[src/rtl/axis2serial_pkg.sv]
// rtl/axis2serial_pkg.sv - shared types and constants for the AXIS-to-serial transmitter
//
// Purpose : state encoding, default widths and the bit-counter width helper
//           used by axis2serial and SerialEdgeSync.
package Axis2SerialPkg;

  localparam int DATA_WIDTH_DEF  = 32;
  localparam int SYNC_STAGES_DEF = 2;

  typedef enum logic {
    ST_IDLE  = 1'b0,
    ST_SHIFT = 1'b1
  } state_t;

  // Bit counter wide enough to index every bit of one serial word.
  function automatic int cnt_width(input int dw);
    return (dw > 1) ? $clog2(dw) : 1;
  endfunction

endpackage

[src/rtl/axis2serial_edge_sync.sv]
// rtl/axis2serial_edge_sync.sv - synchronizer with one-cycle rise/fall strobes
//
// Purpose : brings an asynchronous pin into the i_clk domain through STAGES
//           flops, then one edge-detect flop produces single-cycle strobes.
// Ports   : i_clk, i_rst (async, active-high)
//           i_async  - asynchronous input pin
//           o_rise   - one-cycle strobe on a synchronized 0->1 transition
//           o_fall   - one-cycle strobe on a synchronized 1->0 transition
module SerialEdgeSync
  import Axis2SerialPkg::*;
#(
  parameter int   STAGES    = SYNC_STAGES_DEF,
  parameter logic RESET_VAL = 1'b0
) (
  input  logic i_clk,
  input  logic i_rst,
  input  logic i_async,
  output logic o_rise,
  output logic o_fall
);

  logic [STAGES-1:0] r_sync;
  logic              r_prev;
  logic              w_level;

  always_ff @(posedge i_clk or posedge i_rst) begin
    if (i_rst) begin
      r_sync <= {STAGES{RESET_VAL}};
      r_prev <= RESET_VAL;
    end else begin
      r_sync[0] <= i_async;
      for (int i = 1; i < STAGES; i++) begin
        r_sync[i] <= r_sync[i-1];
      end
      r_prev <= r_sync[STAGES-1];
    end
  end

  assign w_level = r_sync[STAGES-1];
  assign o_rise  = w_level & ~r_prev;
  assign o_fall  = ~w_level & r_prev;

endmodule

[src/rtl/axis2serial.sv]
// rtl/axis2serial.sv - AXI-Stream word to SPI mode-0 slave MISO transmitter
//
// Purpose : buffers one AXIS word in a holding register, moves it into a shift
//           register and presents it MSB-first on serial_miso while the host
//           clocks serial_sck with serial_cs low.
// Ports   : aclk, reset (async, active-high)
//           s_axis_tvalid/tready/tlast/tdata - AXIS slave input
//           serial_sck, serial_cs (active-low) - host pins, asynchronous
//           serial_miso - serial data out; serial_rts - a word is waiting
//           frame_done  - pulse after the last bit of a tlast word
//           underrun    - sticky, host clocked an empty word; underrun_clear clears it
module axis2serial
  import Axis2SerialPkg::*;
#(
  parameter int DATA_WIDTH  = DATA_WIDTH_DEF,
  parameter int SYNC_STAGES = SYNC_STAGES_DEF
) (
  input  logic                  aclk,
  input  logic                  reset,
  input  logic                  s_axis_tvalid,
  output logic                  s_axis_tready,
  input  logic                  s_axis_tlast,
  input  logic [DATA_WIDTH-1:0] s_axis_tdata,
  input  logic                  serial_sck,
  input  logic                  serial_cs,
  output logic                  serial_miso,
  output logic                  serial_rts,
  output logic                  frame_done,
  output logic                  underrun,
  input  logic                  underrun_clear
);

  localparam int                CNT_W    = cnt_width(DATA_WIDTH);
  localparam logic [CNT_W-1:0]  LAST_BIT = CNT_W'(DATA_WIDTH - 1);

  logic w_sck_rise, w_sck_fall;
  logic w_cs_act, w_cs_inact;

  // CS resets to its inactive (high) level so a pin already low after reset
  // still produces a cs_act strobe.
  SerialEdgeSync #(.STAGES(SYNC_STAGES), .RESET_VAL(1'b0)) u_sck_sync (
    .i_clk   (aclk),
    .i_rst   (reset),
    .i_async (serial_sck),
    .o_rise  (w_sck_rise),
    .o_fall  (w_sck_fall)
  );

  SerialEdgeSync #(.STAGES(SYNC_STAGES), .RESET_VAL(1'b1)) u_cs_sync (
    .i_clk   (aclk),
    .i_rst   (reset),
    .i_async (serial_cs),
    .o_rise  (w_cs_inact),
    .o_fall  (w_cs_act)
  );

  state_t                r_state, w_state_nxt;
  logic [DATA_WIDTH-1:0] r_hold, r_shreg;
  logic                  r_hold_last, r_hold_v;
  logic                  r_sh_last, r_sh_v;
  logic [CNT_W-1:0]      r_bitcnt;
  logic                  r_frame_done, r_underrun;

  logic w_shift_rise, w_shift_fall, w_abort;
  logic w_handshake, w_xfer, w_underrun_set, w_cnt_zero;

  always_ff @(posedge aclk or posedge reset) begin
    if (reset) begin
      r_state <= ST_IDLE;
    end else begin
      r_state <= w_state_nxt;
    end
  end

  // Leaving SHIFT takes priority over any sck strobe in the same cycle.
  always_comb begin
    w_state_nxt  = r_state;
    w_shift_rise = 1'b0;
    w_shift_fall = 1'b0;
    w_abort      = 1'b0;
    case (r_state)
      ST_IDLE: begin
        if (w_cs_act) w_state_nxt = ST_SHIFT;
      end
      ST_SHIFT: begin
        if (w_cs_inact) begin
          w_state_nxt = ST_IDLE;
          w_abort     = 1'b1;
        end else begin
          w_shift_rise = w_sck_rise;
          w_shift_fall = w_sck_fall;
        end
      end
      default: w_state_nxt = ST_IDLE;
    endcase
  end

  assign w_cnt_zero     = (r_bitcnt == '0);
  assign w_handshake    = s_axis_tvalid & s_axis_tready;
  // A rising edge in the same cycle would sample before the new MSB is shown,
  // so the transfer waits one cycle for it.
  assign w_xfer         = w_cnt_zero & ~r_sh_v & r_hold_v & ~w_sck_rise;
  assign w_underrun_set = w_shift_rise & w_cnt_zero & ~r_sh_v;

  always_ff @(posedge aclk or posedge reset) begin
    if (reset) begin
      r_hold       <= '0;
      r_hold_last  <= 1'b0;
      r_hold_v     <= 1'b0;
      r_shreg      <= '0;
      r_sh_last    <= 1'b0;
      r_sh_v       <= 1'b0;
      r_bitcnt     <= '0;
      r_frame_done <= 1'b0;
      r_underrun   <= 1'b0;
    end else begin
      r_frame_done <= 1'b0;

      if (w_handshake) begin
        r_hold      <= s_axis_tdata;
        r_hold_last <= s_axis_tlast;
        r_hold_v    <= 1'b1;
      end else if (w_xfer) begin
        r_hold_v    <= 1'b0;
      end

      // shreg is zeroed whenever its word is finished or dropped, so MISO
      // idles low and an underrun word shifts out zeros.
      if (w_xfer) begin
        r_shreg   <= r_hold;
        r_sh_last <= r_hold_last;
        r_sh_v    <= 1'b1;
      end else if (w_abort) begin
        if (!w_cnt_zero) begin
          r_shreg  <= '0;
          r_sh_v   <= 1'b0;
          r_bitcnt <= '0;
        end
      end else if (w_shift_rise) begin
        r_bitcnt <= r_bitcnt + 1'b1;
        if (r_bitcnt == LAST_BIT) begin
          r_shreg      <= '0;
          r_sh_v       <= 1'b0;
          r_frame_done <= r_sh_v & r_sh_last;
        end
      end else if (w_shift_fall && !w_cnt_zero) begin
        r_shreg <= {r_shreg[DATA_WIDTH-2:0], 1'b0};
      end else if (r_state == ST_IDLE) begin
        r_bitcnt <= '0;
      end

      if (w_underrun_set) begin
        r_underrun <= 1'b1;
      end else if (underrun_clear) begin
        r_underrun <= 1'b0;
      end
    end
  end

  assign s_axis_tready = ~r_hold_v & ~reset;
  assign serial_miso   = r_shreg[DATA_WIDTH-1];
  assign serial_rts    = r_sh_v | r_hold_v;
  assign frame_done    = r_frame_done;
  assign underrun      = r_underrun;

endmodule
[config.mk]
export PLATFORM = sky130hd
export DESIGN_NAME = axis2serial
export DESIGN_NICKNAME = d
export VERILOG_FILES = /design/src/rtl/axis2serial_pkg.sv /design/src/rtl/axis2serial_edge_sync.sv /design/src/rtl/axis2serial.sv
export SDC_FILE = /design/constraint.sdc
export NUM_CORES = 1
export LEC_CHECK = 0
export ABC_AREA = 1
export CAP_MARGIN = 30
export CORE_ASPECT_RATIO = 1.5
export CORE_MARGIN = 2
export CORE_UTILIZATION = 50
export DETAILED_ROUTE_END_ITERATION = 8
export PLACE_DENSITY = 0.75
export SYNTH_ARGS = -nofsm -noshare
export SYNTH_HDL_FRONTEND = slang
export SYNTH_SLANG_ARGS = --single-unit
[constraint.sdc]
create_clock -name aclk -period 2.6 [get_ports aclk]
set_input_delay 0.39 -clock aclk [delete_from_list [all_inputs] [get_ports aclk]]
set_output_delay 0.39 -clock aclk [all_outputs]
set_load 0.01 [all_outputs]
==> out/results.txt, run 1 <==
result of the run -> finished, final reports clean
Starting Density -> 50.80%
total of max-cap violations -> 0
Max stage delay cell, worst path -> sky130_fd_sc_hd__dfrtp_1
number of cells upsized or downsized after cts -> 0
fraction of the yosys area taken by sequential cells -> 53.85%
startpoint type of the worst setup path -> flop
Port Buffers -> 43
maximum ir drop on the vdd rail -> 0.5285 mV
number of cell instances on the worst register-to-register path -> 11
clock transition at the registers of the reported paths -> 0.06 ns
Max Freq -> 451.4 MHz
commonest register cell after synthesis -> sky130_fd_sc_hd__dfrtp_1
switching power -> 1.369 mW
power share of the clock group -> 31.7%
Tightest Hold Check Type -> reg -> reg
Netlist Area Pre-Place -> 3817 µm²
CTS tree -> built
Synthesis Warnings -> 0
final setup skew -> 0.005927 ns
via count of the first global-routing pass -> 3063
number of inserted diodes -> 0
first-iteration detailed-routing DRC count -> 261
number of nets in the synthesized netlist -> 454
total negative slack -> 0 ns
synthesis-stage register bit count -> 82
busiest grt layer -> met2
switching share of total power -> 29.45%
Wirelength per Cell -> 13.50 µm
final WL -> 7549 µm
I/O pins -> 44
Clock Sinks -> 82
post-synth top area share -> 51.79%
crit end category -> flop
total number of placement rows -> 39
gate count after technology mapping -> 412
number of enable flip-flop cells after synthesis -> 0
maximum number of pins on one net before global-route repair -> 35
delay-heaviest family, CP -> simple AND/OR/NAND/NOR gates
category of the critical setup timing path -> reg -> reg
Die Wd -> 75.35 µm
share of post-route cells with drive strength above 1 -> 16.85%
core area -> 7515 µm²
ratio of total power to cell area -> 994.4 nW/µm²
relative area change from synthesis to final layout -> 22.42%
Total Nets Final -> 494
height of the die -> 111.0 µm
largest cells by area after synthesis -> sky130_fd_sc_hd__dfrtp_1 52%, sky130_fd_sc_hd__nand2_1 11%, sky130_fd_sc_hd__mux2_2 9.7%
buffers plus inverters on the worst setup path -> 2
weighted congestion at the end of routability-driven global placement -> 0.7895
setup slack of the worst register-to-register path -> 0.38 ns
number of cells on the critical path -> 11
global routing usage on met1 -> 26.92%
clock latency on the worst-skew pair -> 0.34 ns
total count of max-transition violations in the final report -> 0
Final Core Density -> 62.19%
peak fanout along the critical path -> 32
overall via count from detail_route -> 2989
launch point of the worst reg-to-reg path -> r_bitcnt[0]
ratio of final minimum period to clock period -> 85.21%
Critical Path Sink -> r_shreg[23]
commonest cells in the netlist -> 116 x sky130_fd_sc_hd__nand2_1, 79 x sky130_fd_sc_hd__dfrtp_1, 70 x sky130_fd_sc_hd__nand3_1, 33 x sky130_fd_sc_hd__mux2_2, 28 x sky130_fd_sc_hd__o21ai_1
proportion of synthesized flip-flops having asynchronous set or reset -> 100.0%
required arrival time at the worst endpoint -> 2.82 ns
combinational group share of total power -> 25.8%
H-tree lvl count -> 3
number of detailed-routing iterations run before antenna repair -> 5
Synth area leader -> sky130_fd_sc_hd__dfrtp_1
count of nets left with antenna violations after detail routing -> 0
Worst Max-Slew Pin Slew -> 0.5891 ns
GR Util All Layers -> 20.82%
residual overflow from global routing -> 0
Period minus WS final -> 2.216 ns
antenna violations before repair -> 0
share of total power in sequential cells -> 42.5%
endpoints failing setup -> 0
detailed-placement wirelength estimate -> 4877 µm
Post-CTS Setup Inserts -> 0
setup repair after global routing missed its margin -> no
remaining max-slew budget at the tightest pin -> 60.59%
Critical Path, Cell by Cell -> inv_1 > ha_1 > inv_1 > nor2_1 > nand3_2 > nor2_4 > nor2_1 > nor2_4 > nand2_2 > nand2_1 > nand2_1
Static Leakage -> 2.194 nW
most repeated cell in the gate-level netlist after synthesis -> sky130_fd_sc_hd__nand2_1
Total Power Consumption -> 4.647 mW
Internal -> 3.279 mW
average vias per placed instance -> 5.347
area of the die -> 8364 µm²
maximum count of clock buffers along a single path -> 2
global-route wire length before repair -> 13580 µm
worst hold stages -> 0
worst reg2reg endpoint -> r_shreg[23]
worst setup slack after layout -> 0.3844 ns
DRC errors left -> 0
biggest cell delay along the critical path -> 0.42 ns
worst slack, placed -> 0.3772 ns
CTS Buf Count -> 9
Yosys cell types -> 27
met3 layer usage reported by global route -> 5.273%
GR Util met2 -> 33.10%
CTS Root Cell -> sky130_fd_sc_hd__clkbuf_16
Final Hold Fails -> 0
critical path launch point -> r_bitcnt[0]
number of hold buffers added after CTS -> 0
Crit path arrival time -> 2.43 ns
Post-Syn Area per Cell -> 9.266 µm²
[kinds of logic (layout without fill, tap and decap cells)]
logic type                 count (synthesis)  count (layout)  synth area share, %
AOI/OAI and AO/OA                         40              40                5.375
xor gates and xnor gates                   1               1               0.2295
adders and majority gates                  3               3               0.9834
buffers and inverters                     46              91                6.031
DFF                                       82              82                53.85
muxes                                     33              33                9.735
and+or+nand+nor                          207             207                23.80
[power by group through the flow]
stage / clock network, mW / registers (mW) / logic (mW)
3_5_place_dp: 0 / 1.99 / 1.21
2_1_floorplan: 0 / 1.92 / 0.977
5_1_grt: 1.56 / 2.04 / 1.38
6_report: 1.47 / 1.98 / 1.20
4_1_cts: 1.51 / 1.98 / 1.22
3_3_place_gp: 0 / 1.98 / 1.16
[cells in the final DEF (no fill, tap or decap), types with 3 or more instances in the layout]
cell type	n
sky130_fd_sc_hd__dfrtp_1	79
sky130_fd_sc_hd__o21ai_1	28
sky130_fd_sc_hd__nand3_1	70
sky130_fd_sc_hd__nand2_1	116
sky130_fd_sc_hd__clkinv_2	3
sky130_fd_sc_hd__nor2_1	10
sky130_fd_sc_hd__bufinv_16	3
sky130_fd_sc_hd__mux2_2	33
sky130_fd_sc_hd__clkdlybuf4s50_1	43
sky130_fd_sc_hd__buf_4	10
sky130_fd_sc_hd__ha_1	3
sky130_fd_sc_hd__inv_2	4
sky130_fd_sc_hd__inv_1	15
sky130_fd_sc_hd__nor2_2	3
sky130_fd_sc_hd__clkbuf_16	9
sky130_fd_sc_hd__o21ai_0	9
sky130_fd_sc_hd__dfstp_2	3
[through the flow]
stage / cell area [µm²] / hold WS [ns] / instances
after floorplan: 3817 / 0.3312 / 412
after global placement: 4320 / 0.3432 / 543
after detailed placement: 4320 / 0.3417 / 543
after CTS: 4673 / 0.3549 / 559
after global routing: 4673 / 0.3563 / 559
final: 4673 / 0.3527 / 559
[per-layer routing]
metal	part of all wire, %	wire (µm)	vias up
met1	43	3232	1458
met2	51	3861	76
met4	1.8	133	0
met3	4.3	322	10
li1	-	-	1445
met5	0	0	-
[registers in the layout (all words and copies together) (netlist names)]
register	flops
u_sck_sync.r_prev	1
u_sck_sync.r_sync	2
underrun	1
r_shreg	32
r_bitcnt	5
r_hold	32
frame_done	1
u_cs_sync.r_sync	2
r_state	1
r_sh_v	1
r_hold_last	1
u_cs_sync.r_prev	1
r_hold_v	1
r_sh_last	1
[cell type report]
class | count | area, µm²
fillers | 662 | 2841
flip-flops and latches | 82 | 2056
multi-input cells | 284 | 1531
repair buffers | 54 | 525.5
clock buffers | 11 | 252.7
well taps | 102 | 127.6
clock inverters | 5 | 100.1
inverters | 21 | 80.08
[how the worst min path moves through the flow]
stage	to	slack, ns	from
5_1_grt	u_sck_sync.r_sync[1]	0.36	u_sck_sync.r_sync[0]
6_report	u_sck_sync.r_sync[1]	0.35	u_sck_sync.r_sync[0]
4_1_cts	u_sck_sync.r_sync[1]	0.35	u_sck_sync.r_sync[0]
3_5_place_dp	u_sck_sync.r_sync[1]	0.34	u_sck_sync.r_sync[0]
2_1_floorplan	u_sck_sync.r_sync[1]	0.33	u_sck_sync.r_sync[0]
3_3_place_gp	u_sck_sync.r_sync[1]	0.34	u_sck_sync.r_sync[0]
Note: power is estimated with default switching activity, not from simulation.
==> run 2: changes to the inputs <==
--- a/config.mk
+++ b/config.mk
@@ -7,11 +7,13 @@
 export LEC_CHECK = 0
 export ABC_AREA = 1
 export CAP_MARGIN = 30
+export CELL_PAD_IN_SITES_DETAIL_PLACEMENT = 1
+export CELL_PAD_IN_SITES_GLOBAL_PLACEMENT = 1
 export CORE_ASPECT_RATIO = 1.5
 export CORE_MARGIN = 2
-export CORE_UTILIZATION = 50
+export CORE_UTILIZATION = 39
 export DETAILED_ROUTE_END_ITERATION = 8
-export PLACE_DENSITY = 0.75
+export PLACE_DENSITY_LB_ADDON = 0.1
 export SYNTH_ARGS = -nofsm -noshare
 export SYNTH_HDL_FRONTEND = slang
 export SYNTH_SLANG_ARGS = --single-unit
==> out/results.txt, run 2 (same netlist as run 1, synthesis figures left out) <==
result of the run -> finished, final reports clean
total of max-cap violations -> 0
commonest non-fill, non-tap cells in the layout -> 116 x sky130_fd_sc_hd__nand2_1, 79 x sky130_fd_sc_hd__dfrtp_1, 70 x sky130_fd_sc_hd__nand3_1
final setup skew -> 0.002353 ns
area of the die -> 10610 µm²
detailed-placement wirelength estimate -> 5708 µm
clock transition at the registers of the reported paths -> 0.06 ns
height of the die -> 125.2 µm
share of post-route cells with drive strength above 1 -> 16.26%
combinational group share of total power -> 28.1%
biggest cell delay along the critical path -> 0.42 ns
number of cells upsized or downsized after cts -> 0
switching power -> 1.381 mW
count of nets left with antenna violations after detail routing -> 0
Critical Path, Cell by Cell -> ha_1 > nand2_1 > nor2_1 > ha_1 > nor3_1 > nor2_4 > nand2_2 > buf_12 > nand2_1 > nand2_1
CTS Root Cell -> sky130_fd_sc_hd__clkbuf_16
residual overflow from global routing -> 0
ratio of total power to cell area -> 947.8 nW/µm²
average vias per placed instance -> 5.230
Internal -> 2.991 mW
most common library cell in the layout ignoring fill and taps -> sky130_fd_sc_hd__nand2_1
power share of the clock group -> 26.8%
number of inserted diodes -> 0
CTS Buf Count -> 9
weighted congestion at the end of routability-driven global placement -> 0.7639
Crit path arrival time -> 2.35 ns
final WL -> 8790 µm
clock latency on the worst-skew pair -> 0.33 ns
antenna violations before repair -> 0
Final Hold Fails -> 0
setup repair after global routing missed its margin -> no
Top cell by count, worst path -> sky130_fd_sc_hd__nand2_1
global-route wire length before repair -> 15520 µm
share of total power in sequential cells -> 45.1%
total count of max-transition violations in the final report -> 0
via count of the first global-routing pass -> 3274
worst setup slack after layout -> 0.5170 ns
crit end category -> flop
Max stage delay cell, worst path -> sky130_fd_sc_hd__dfrtp_1
Static Leakage -> 2.157 nW
Post-CTS Setup Inserts -> 0
Port Buffers -> 43
Total Nets Final -> 493
worst slack, placed -> 0.5310 ns
category of the critical setup timing path -> reg -> reg
Clock Sinks -> 82
maximum number of pins on one net before global-route repair -> 40
DRC errors left -> 0
startpoint type of the worst setup path -> flop
Max Freq -> 480.1 MHz
overall via count from detail_route -> 2981
Starting Density -> 39.85%
Period minus WS final -> 2.083 ns
buffers plus inverters on the worst setup path -> 1
endpoints failing setup -> 0
peak fanout along the critical path -> 17
first-iteration detailed-routing DRC count -> 114
Wirelength per Cell -> 15.42 µm
number of detailed-routing iterations run before antenna repair -> 4
Tightest Hold Check Type -> reg -> reg
H-tree lvl count -> 3
relative area change from synthesis to final layout -> 20.85%
CTS tree -> built
ratio of final minimum period to clock period -> 80.12%
total number of placement rows -> 44
number of hold buffers added after CTS -> 0
remaining max-slew budget at the tightest pin -> 66.23%
maximum ir drop on the vdd rail -> 0.5066 mV
Die Wd -> 84.78 µm
delay-heaviest family, CP -> simple AND/OR/NAND/NOR gates
I/O pins -> 44
core area -> 9579 µm²
switching share of total power -> 31.58%
maximum count of clock buffers along a single path -> 2
GR Util All Layers -> 18.34%
largest registers -> r_hold (32), r_shreg (32), r_bitcnt (5)
Worst Max-Slew Pin Slew -> 0.5059 ns
required arrival time at the worst endpoint -> 2.87 ns
total negative slack -> 0 ns
[run 2: changes by cell type in the layout (fill, tap and decap cells not counted)]
| cell | before | now |
|---|---|---|
| sky130_fd_sc_hd__clkbuf_1 | 0 | 1 |
| sky130_fd_sc_hd__clkinv_2 | 3 | 4 |
| sky130_fd_sc_hd__buf_4 | 10 | 8 |
| sky130_fd_sc_hd__bufinv_16 | 3 | 0 |
| sky130_fd_sc_hd__buf_12 | 1 | 2 |
[run 2: layout make-up]
class,instances,area [µm²]
fill,1108,4966
sequential,82,2056
multi-input combinational,284,1531
timing repair buffer,53,530.5
clock buffer,12,256.5
tap,115,143.9
inverter,21,80.08
clock inverter,3,15.01
[run 2: through the flow]
stage	utilization [%]	std cells	cell area, µm²	power, mW	hold slack (ns)
after global placement	45.32	555	4342	3.196	0.3507
after global routing	48.16	570	4613	4.720	0.3735
after floorplan	-	412	3817	2.897	0.3312
after CTS	48.16	570	4613	4.450	0.3591
after detailed placement	45.32	555	4342	3.255	0.3357
final	48.16	570	4613	4.372	0.3532
[run 2: path summary, 6_finish.rpt]
kind,start,to,slack [ns],cells after the start
worst max-delay path,r_bitcnt[0],r_shreg[16],0.52,10
worst min-delay path,u_sck_sync.r_sync[0],u_sck_sync.r_sync[1],0.35,0
worst max register to register,r_bitcnt[0],r_shreg[16],0.52,10
worst min register to register,u_sck_sync.r_sync[0],u_sck_sync.r_sync[1],0.35,0
max in group asynchronous,reset,u_cs_sync.r_sync[0],1.44,3
min in group asynchronous,reset,r_bitcnt[4],0.43,2
[run 2: layer usage]
layer	routed length (µm)	global-route usage, %	up-vias	share of wire [%]
met2	4466	31.54	48	51
met5	0	0	-	0
li1	-	-	1432	-
met3	297	3.498	9	3.4
met4	136	7.003	0	1.5
met1	3891	22.58	1492	44
[run 2: worst register-to-register path: cells and delay by family, from the launching register on]
kind	cells	cell delay, ns
adders and majority gates	2	0.42
buffers and inverters	1	0.20
DFF	1	0.42
and+or+nand+nor	7	0.98
[run 2: power by group through the flow]
stage	registers, mW	logic (mW)	clock network (mW)
4_1_cts	1.97	1.27	1.21
6_report	1.97	1.23	1.17
2_1_floorplan	1.92	0.977	0
5_1_grt	2.04	1.41	1.26
3_5_place_dp	1.99	1.26	0
3_3_place_gp	1.97	1.22	0
==> run 3: changes to the inputs <==
--- a/config.mk
+++ b/config.mk
@@ -11,7 +11,7 @@
 export CELL_PAD_IN_SITES_GLOBAL_PLACEMENT = 1
 export CORE_ASPECT_RATIO = 1.5
 export CORE_MARGIN = 2
-export CORE_UTILIZATION = 39
+export CORE_UTILIZATION = 43
 export DETAILED_ROUTE_END_ITERATION = 8
 export PLACE_DENSITY_LB_ADDON = 0.1
 export SYNTH_ARGS = -nofsm -noshare
==> constraint.sdc (replaced) <==
create_clock -name aclk -period 2 [get_ports aclk]
set_input_delay 0.3 -clock aclk [delete_from_list [all_inputs] [get_ports aclk]]
set_output_delay 0.3 -clock aclk [all_outputs]
set_load 0.01 [all_outputs]
==> out/results.txt, run 3 (same netlist as run 1, synthesis figures left out) <==
result of the run -> finished, final reports clean
remaining max-slew budget at the tightest pin -> 69.00%
CTS tree -> built
maximum count of clock buffers along a single path -> 2
startpoint type of the worst setup path -> flop
count of nets left with antenna violations after detail routing -> 0
I/O pins -> 44
required arrival time at the worst endpoint -> 2.22 ns
core area -> 8723 µm²
relative area change from synthesis to final layout -> 27.56%
detailed-placement wirelength estimate -> 5601 µm
average vias per placed instance -> 5.315
largest registers -> r_hold (32), r_shreg (32), r_bitcnt (5)
final setup skew -> 0.003622 ns
endpoints failing setup -> 0
total of max-cap violations -> 0
commonest non-fill, non-tap cells in the layout -> 104 x sky130_fd_sc_hd__nand2_1, 78 x sky130_fd_sc_hd__dfrtp_1, 69 x sky130_fd_sc_hd__nand3_1
maximum number of pins on one net before global-route repair -> 83
Wirelength per Cell -> 16.62 µm
worst setup slack after layout -> 0.1359 ns
CTS Buf Count -> 9
DRC errors left -> 0
Die Wd -> 80.93 µm
total negative slack -> 0 ns
most common library cell in the layout ignoring fill and taps -> sky130_fd_sc_hd__nand2_1
Worst Max-Slew Pin Slew -> 0.4650 ns
area of the die -> 9663 µm²
Final Hold Fails -> 0
Clock Sinks -> 82
clock latency on the worst-skew pair -> 0.33 ns
Port Buffers -> 43
share of post-route cells with drive strength above 1 -> 21.69%
Crit path arrival time -> 2.08 ns
category of the critical setup timing path -> reg -> reg
antenna violations before repair -> 0
height of the die -> 119.4 µm
setup repair after global routing missed its margin -> no
total count of max-transition violations in the final report -> 0
weighted congestion at the end of routability-driven global placement -> 0.7718
H-tree lvl count -> 3
Period minus WS final -> 1.864 ns
ratio of total power to cell area -> 1265 nW/µm²
total number of placement rows -> 42
ratio of final minimum period to clock period -> 93.21%
clock transition at the registers of the reported paths -> 0.06 ns
Tightest Hold Check Type -> reg -> reg
number of inserted diodes -> 0
residual overflow from global routing -> 0
Max Freq -> 536.5 MHz
peak fanout along the critical path -> 8
overall via count from detail_route -> 3035
via count of the first global-routing pass -> 3250
first-iteration detailed-routing DRC count -> 119
Final Core Density -> 55.82%
maximum ir drop on the vdd rail -> 0.6354 mV
Total Nets Final -> 498
worst slack, placed -> 0.09096 ns
CTS Root Cell -> sky130_fd_sc_hd__clkbuf_16
global-route wire length before repair -> 15660 µm
number of hold buffers added after CTS -> 0
Static Leakage -> 2.246 nW
Starting Density -> 43.76%
number of detailed-routing iterations run before antenna repair -> 4
final WL -> 9489 µm
crit end category -> flop
GR Util All Layers -> 21.06%
## run 3: changes by cell type in the layout (fill, tap and decap cells not counted), moves of 3 or more
cell / delta
sky130_fd_sc_hd__inv_2: +3
sky130_fd_sc_hd__clkinv_2: -4
sky130_fd_sc_hd__nand2_2: +11
sky130_fd_sc_hd__nand2_1: -12
sky130_fd_sc_hd__buf_4: -4
sky130_fd_sc_hd__buf_12: +6
sky130_fd_sc_hd__inv_1: -3
## run 3: per-stage QoR
| stage | power (mW) | instance area, µm² | instances | hold WS (ns) |
|---|---|---|---|---|
| final | 6.160 | 4870 | 571 | 0.3539 |
| after global routing | 6.583 | 4870 | 571 | 0.3607 |
| after CTS | 6.061 | 4720 | 566 | 0.3560 |
| after detailed placement | 4.321 | 4413 | 550 | 0.3508 |
| after global placement | 4.221 | 4413 | 550 | 0.3449 |
| after floorplan | 3.767 | 3821 | 412 | 0.3045 |
## run 3: worst paths after layout
kind                                      from                   to  slack [ns]  cells after the start
setup / recovery                   r_bitcnt[0]          r_shreg[31]        0.14                     12
hold / removal             u_cs_sync.r_sync[0]  u_cs_sync.r_sync[1]        0.35                      0
setup reg to reg                   r_bitcnt[0]          r_shreg[31]        0.14                     12
hold reg to reg            u_cs_sync.r_sync[0]  u_cs_sync.r_sync[1]        0.35                      0
max in group asynchronous                reset          r_bitcnt[0]        1.15                      3
min in group asynchronous                reset               r_sh_v        0.46                      3
## run 3: metal layers
metal  track usage, %  routed length, µm
met3            2.424                232
met1            26.20               4013
met5                0                  0
met4            9.110                203
met2            36.11               5040
## run 3: critical path: stages (launching register included)
cell                        delay [ns]
sky130_fd_sc_hd__dfrtp_2          0.44
sky130_fd_sc_hd__inv_2            0.08
sky130_fd_sc_hd__ha_4             0.13
sky130_fd_sc_hd__inv_2            0.04
sky130_fd_sc_hd__nor2_4           0.11
sky130_fd_sc_hd__nand3_2          0.12
sky130_fd_sc_hd__nor2_4           0.21
sky130_fd_sc_hd__nor2_4           0.05
sky130_fd_sc_hd__nor2_4           0.17
sky130_fd_sc_hd__nand2_4          0.11
sky130_fd_sc_hd__clkbuf_16        0.18
sky130_fd_sc_hd__nand2_1          0.06
sky130_fd_sc_hd__nand2_1          0.05
## run 3: area by class of cell
cell class	instances	area, µm²
Fill cell	987	3854
Sequential cell	82	2057
Multi-Input combinational cell	284	1604
Timing Repair Buffer	58	681.9
Clock buffer	13	260.3
Tap cell	110	137.6
Inverter	21	82.58
Clock inverter	3	46.29
## run 3: report_power, final
| group | total [mW] | switching [mW] | internal [mW] |
|---|---|---|---|
| Combinational | 1.88 | 0.965 | 0.911 |
| Sequential | 2.60 | 0.342 | 2.25 |
| Clock | 1.69 | 0.647 | 1.04 |
| Total | 6.16 | 1.95 | 4.21 |
## run 3: what timing repair did
item,4_1_cts,5_1_grt
endpoints found under the hold margin,0,0
endpoints found under the setup margin,0,32
setup buffers,0,2
gates resized for setup,0,25
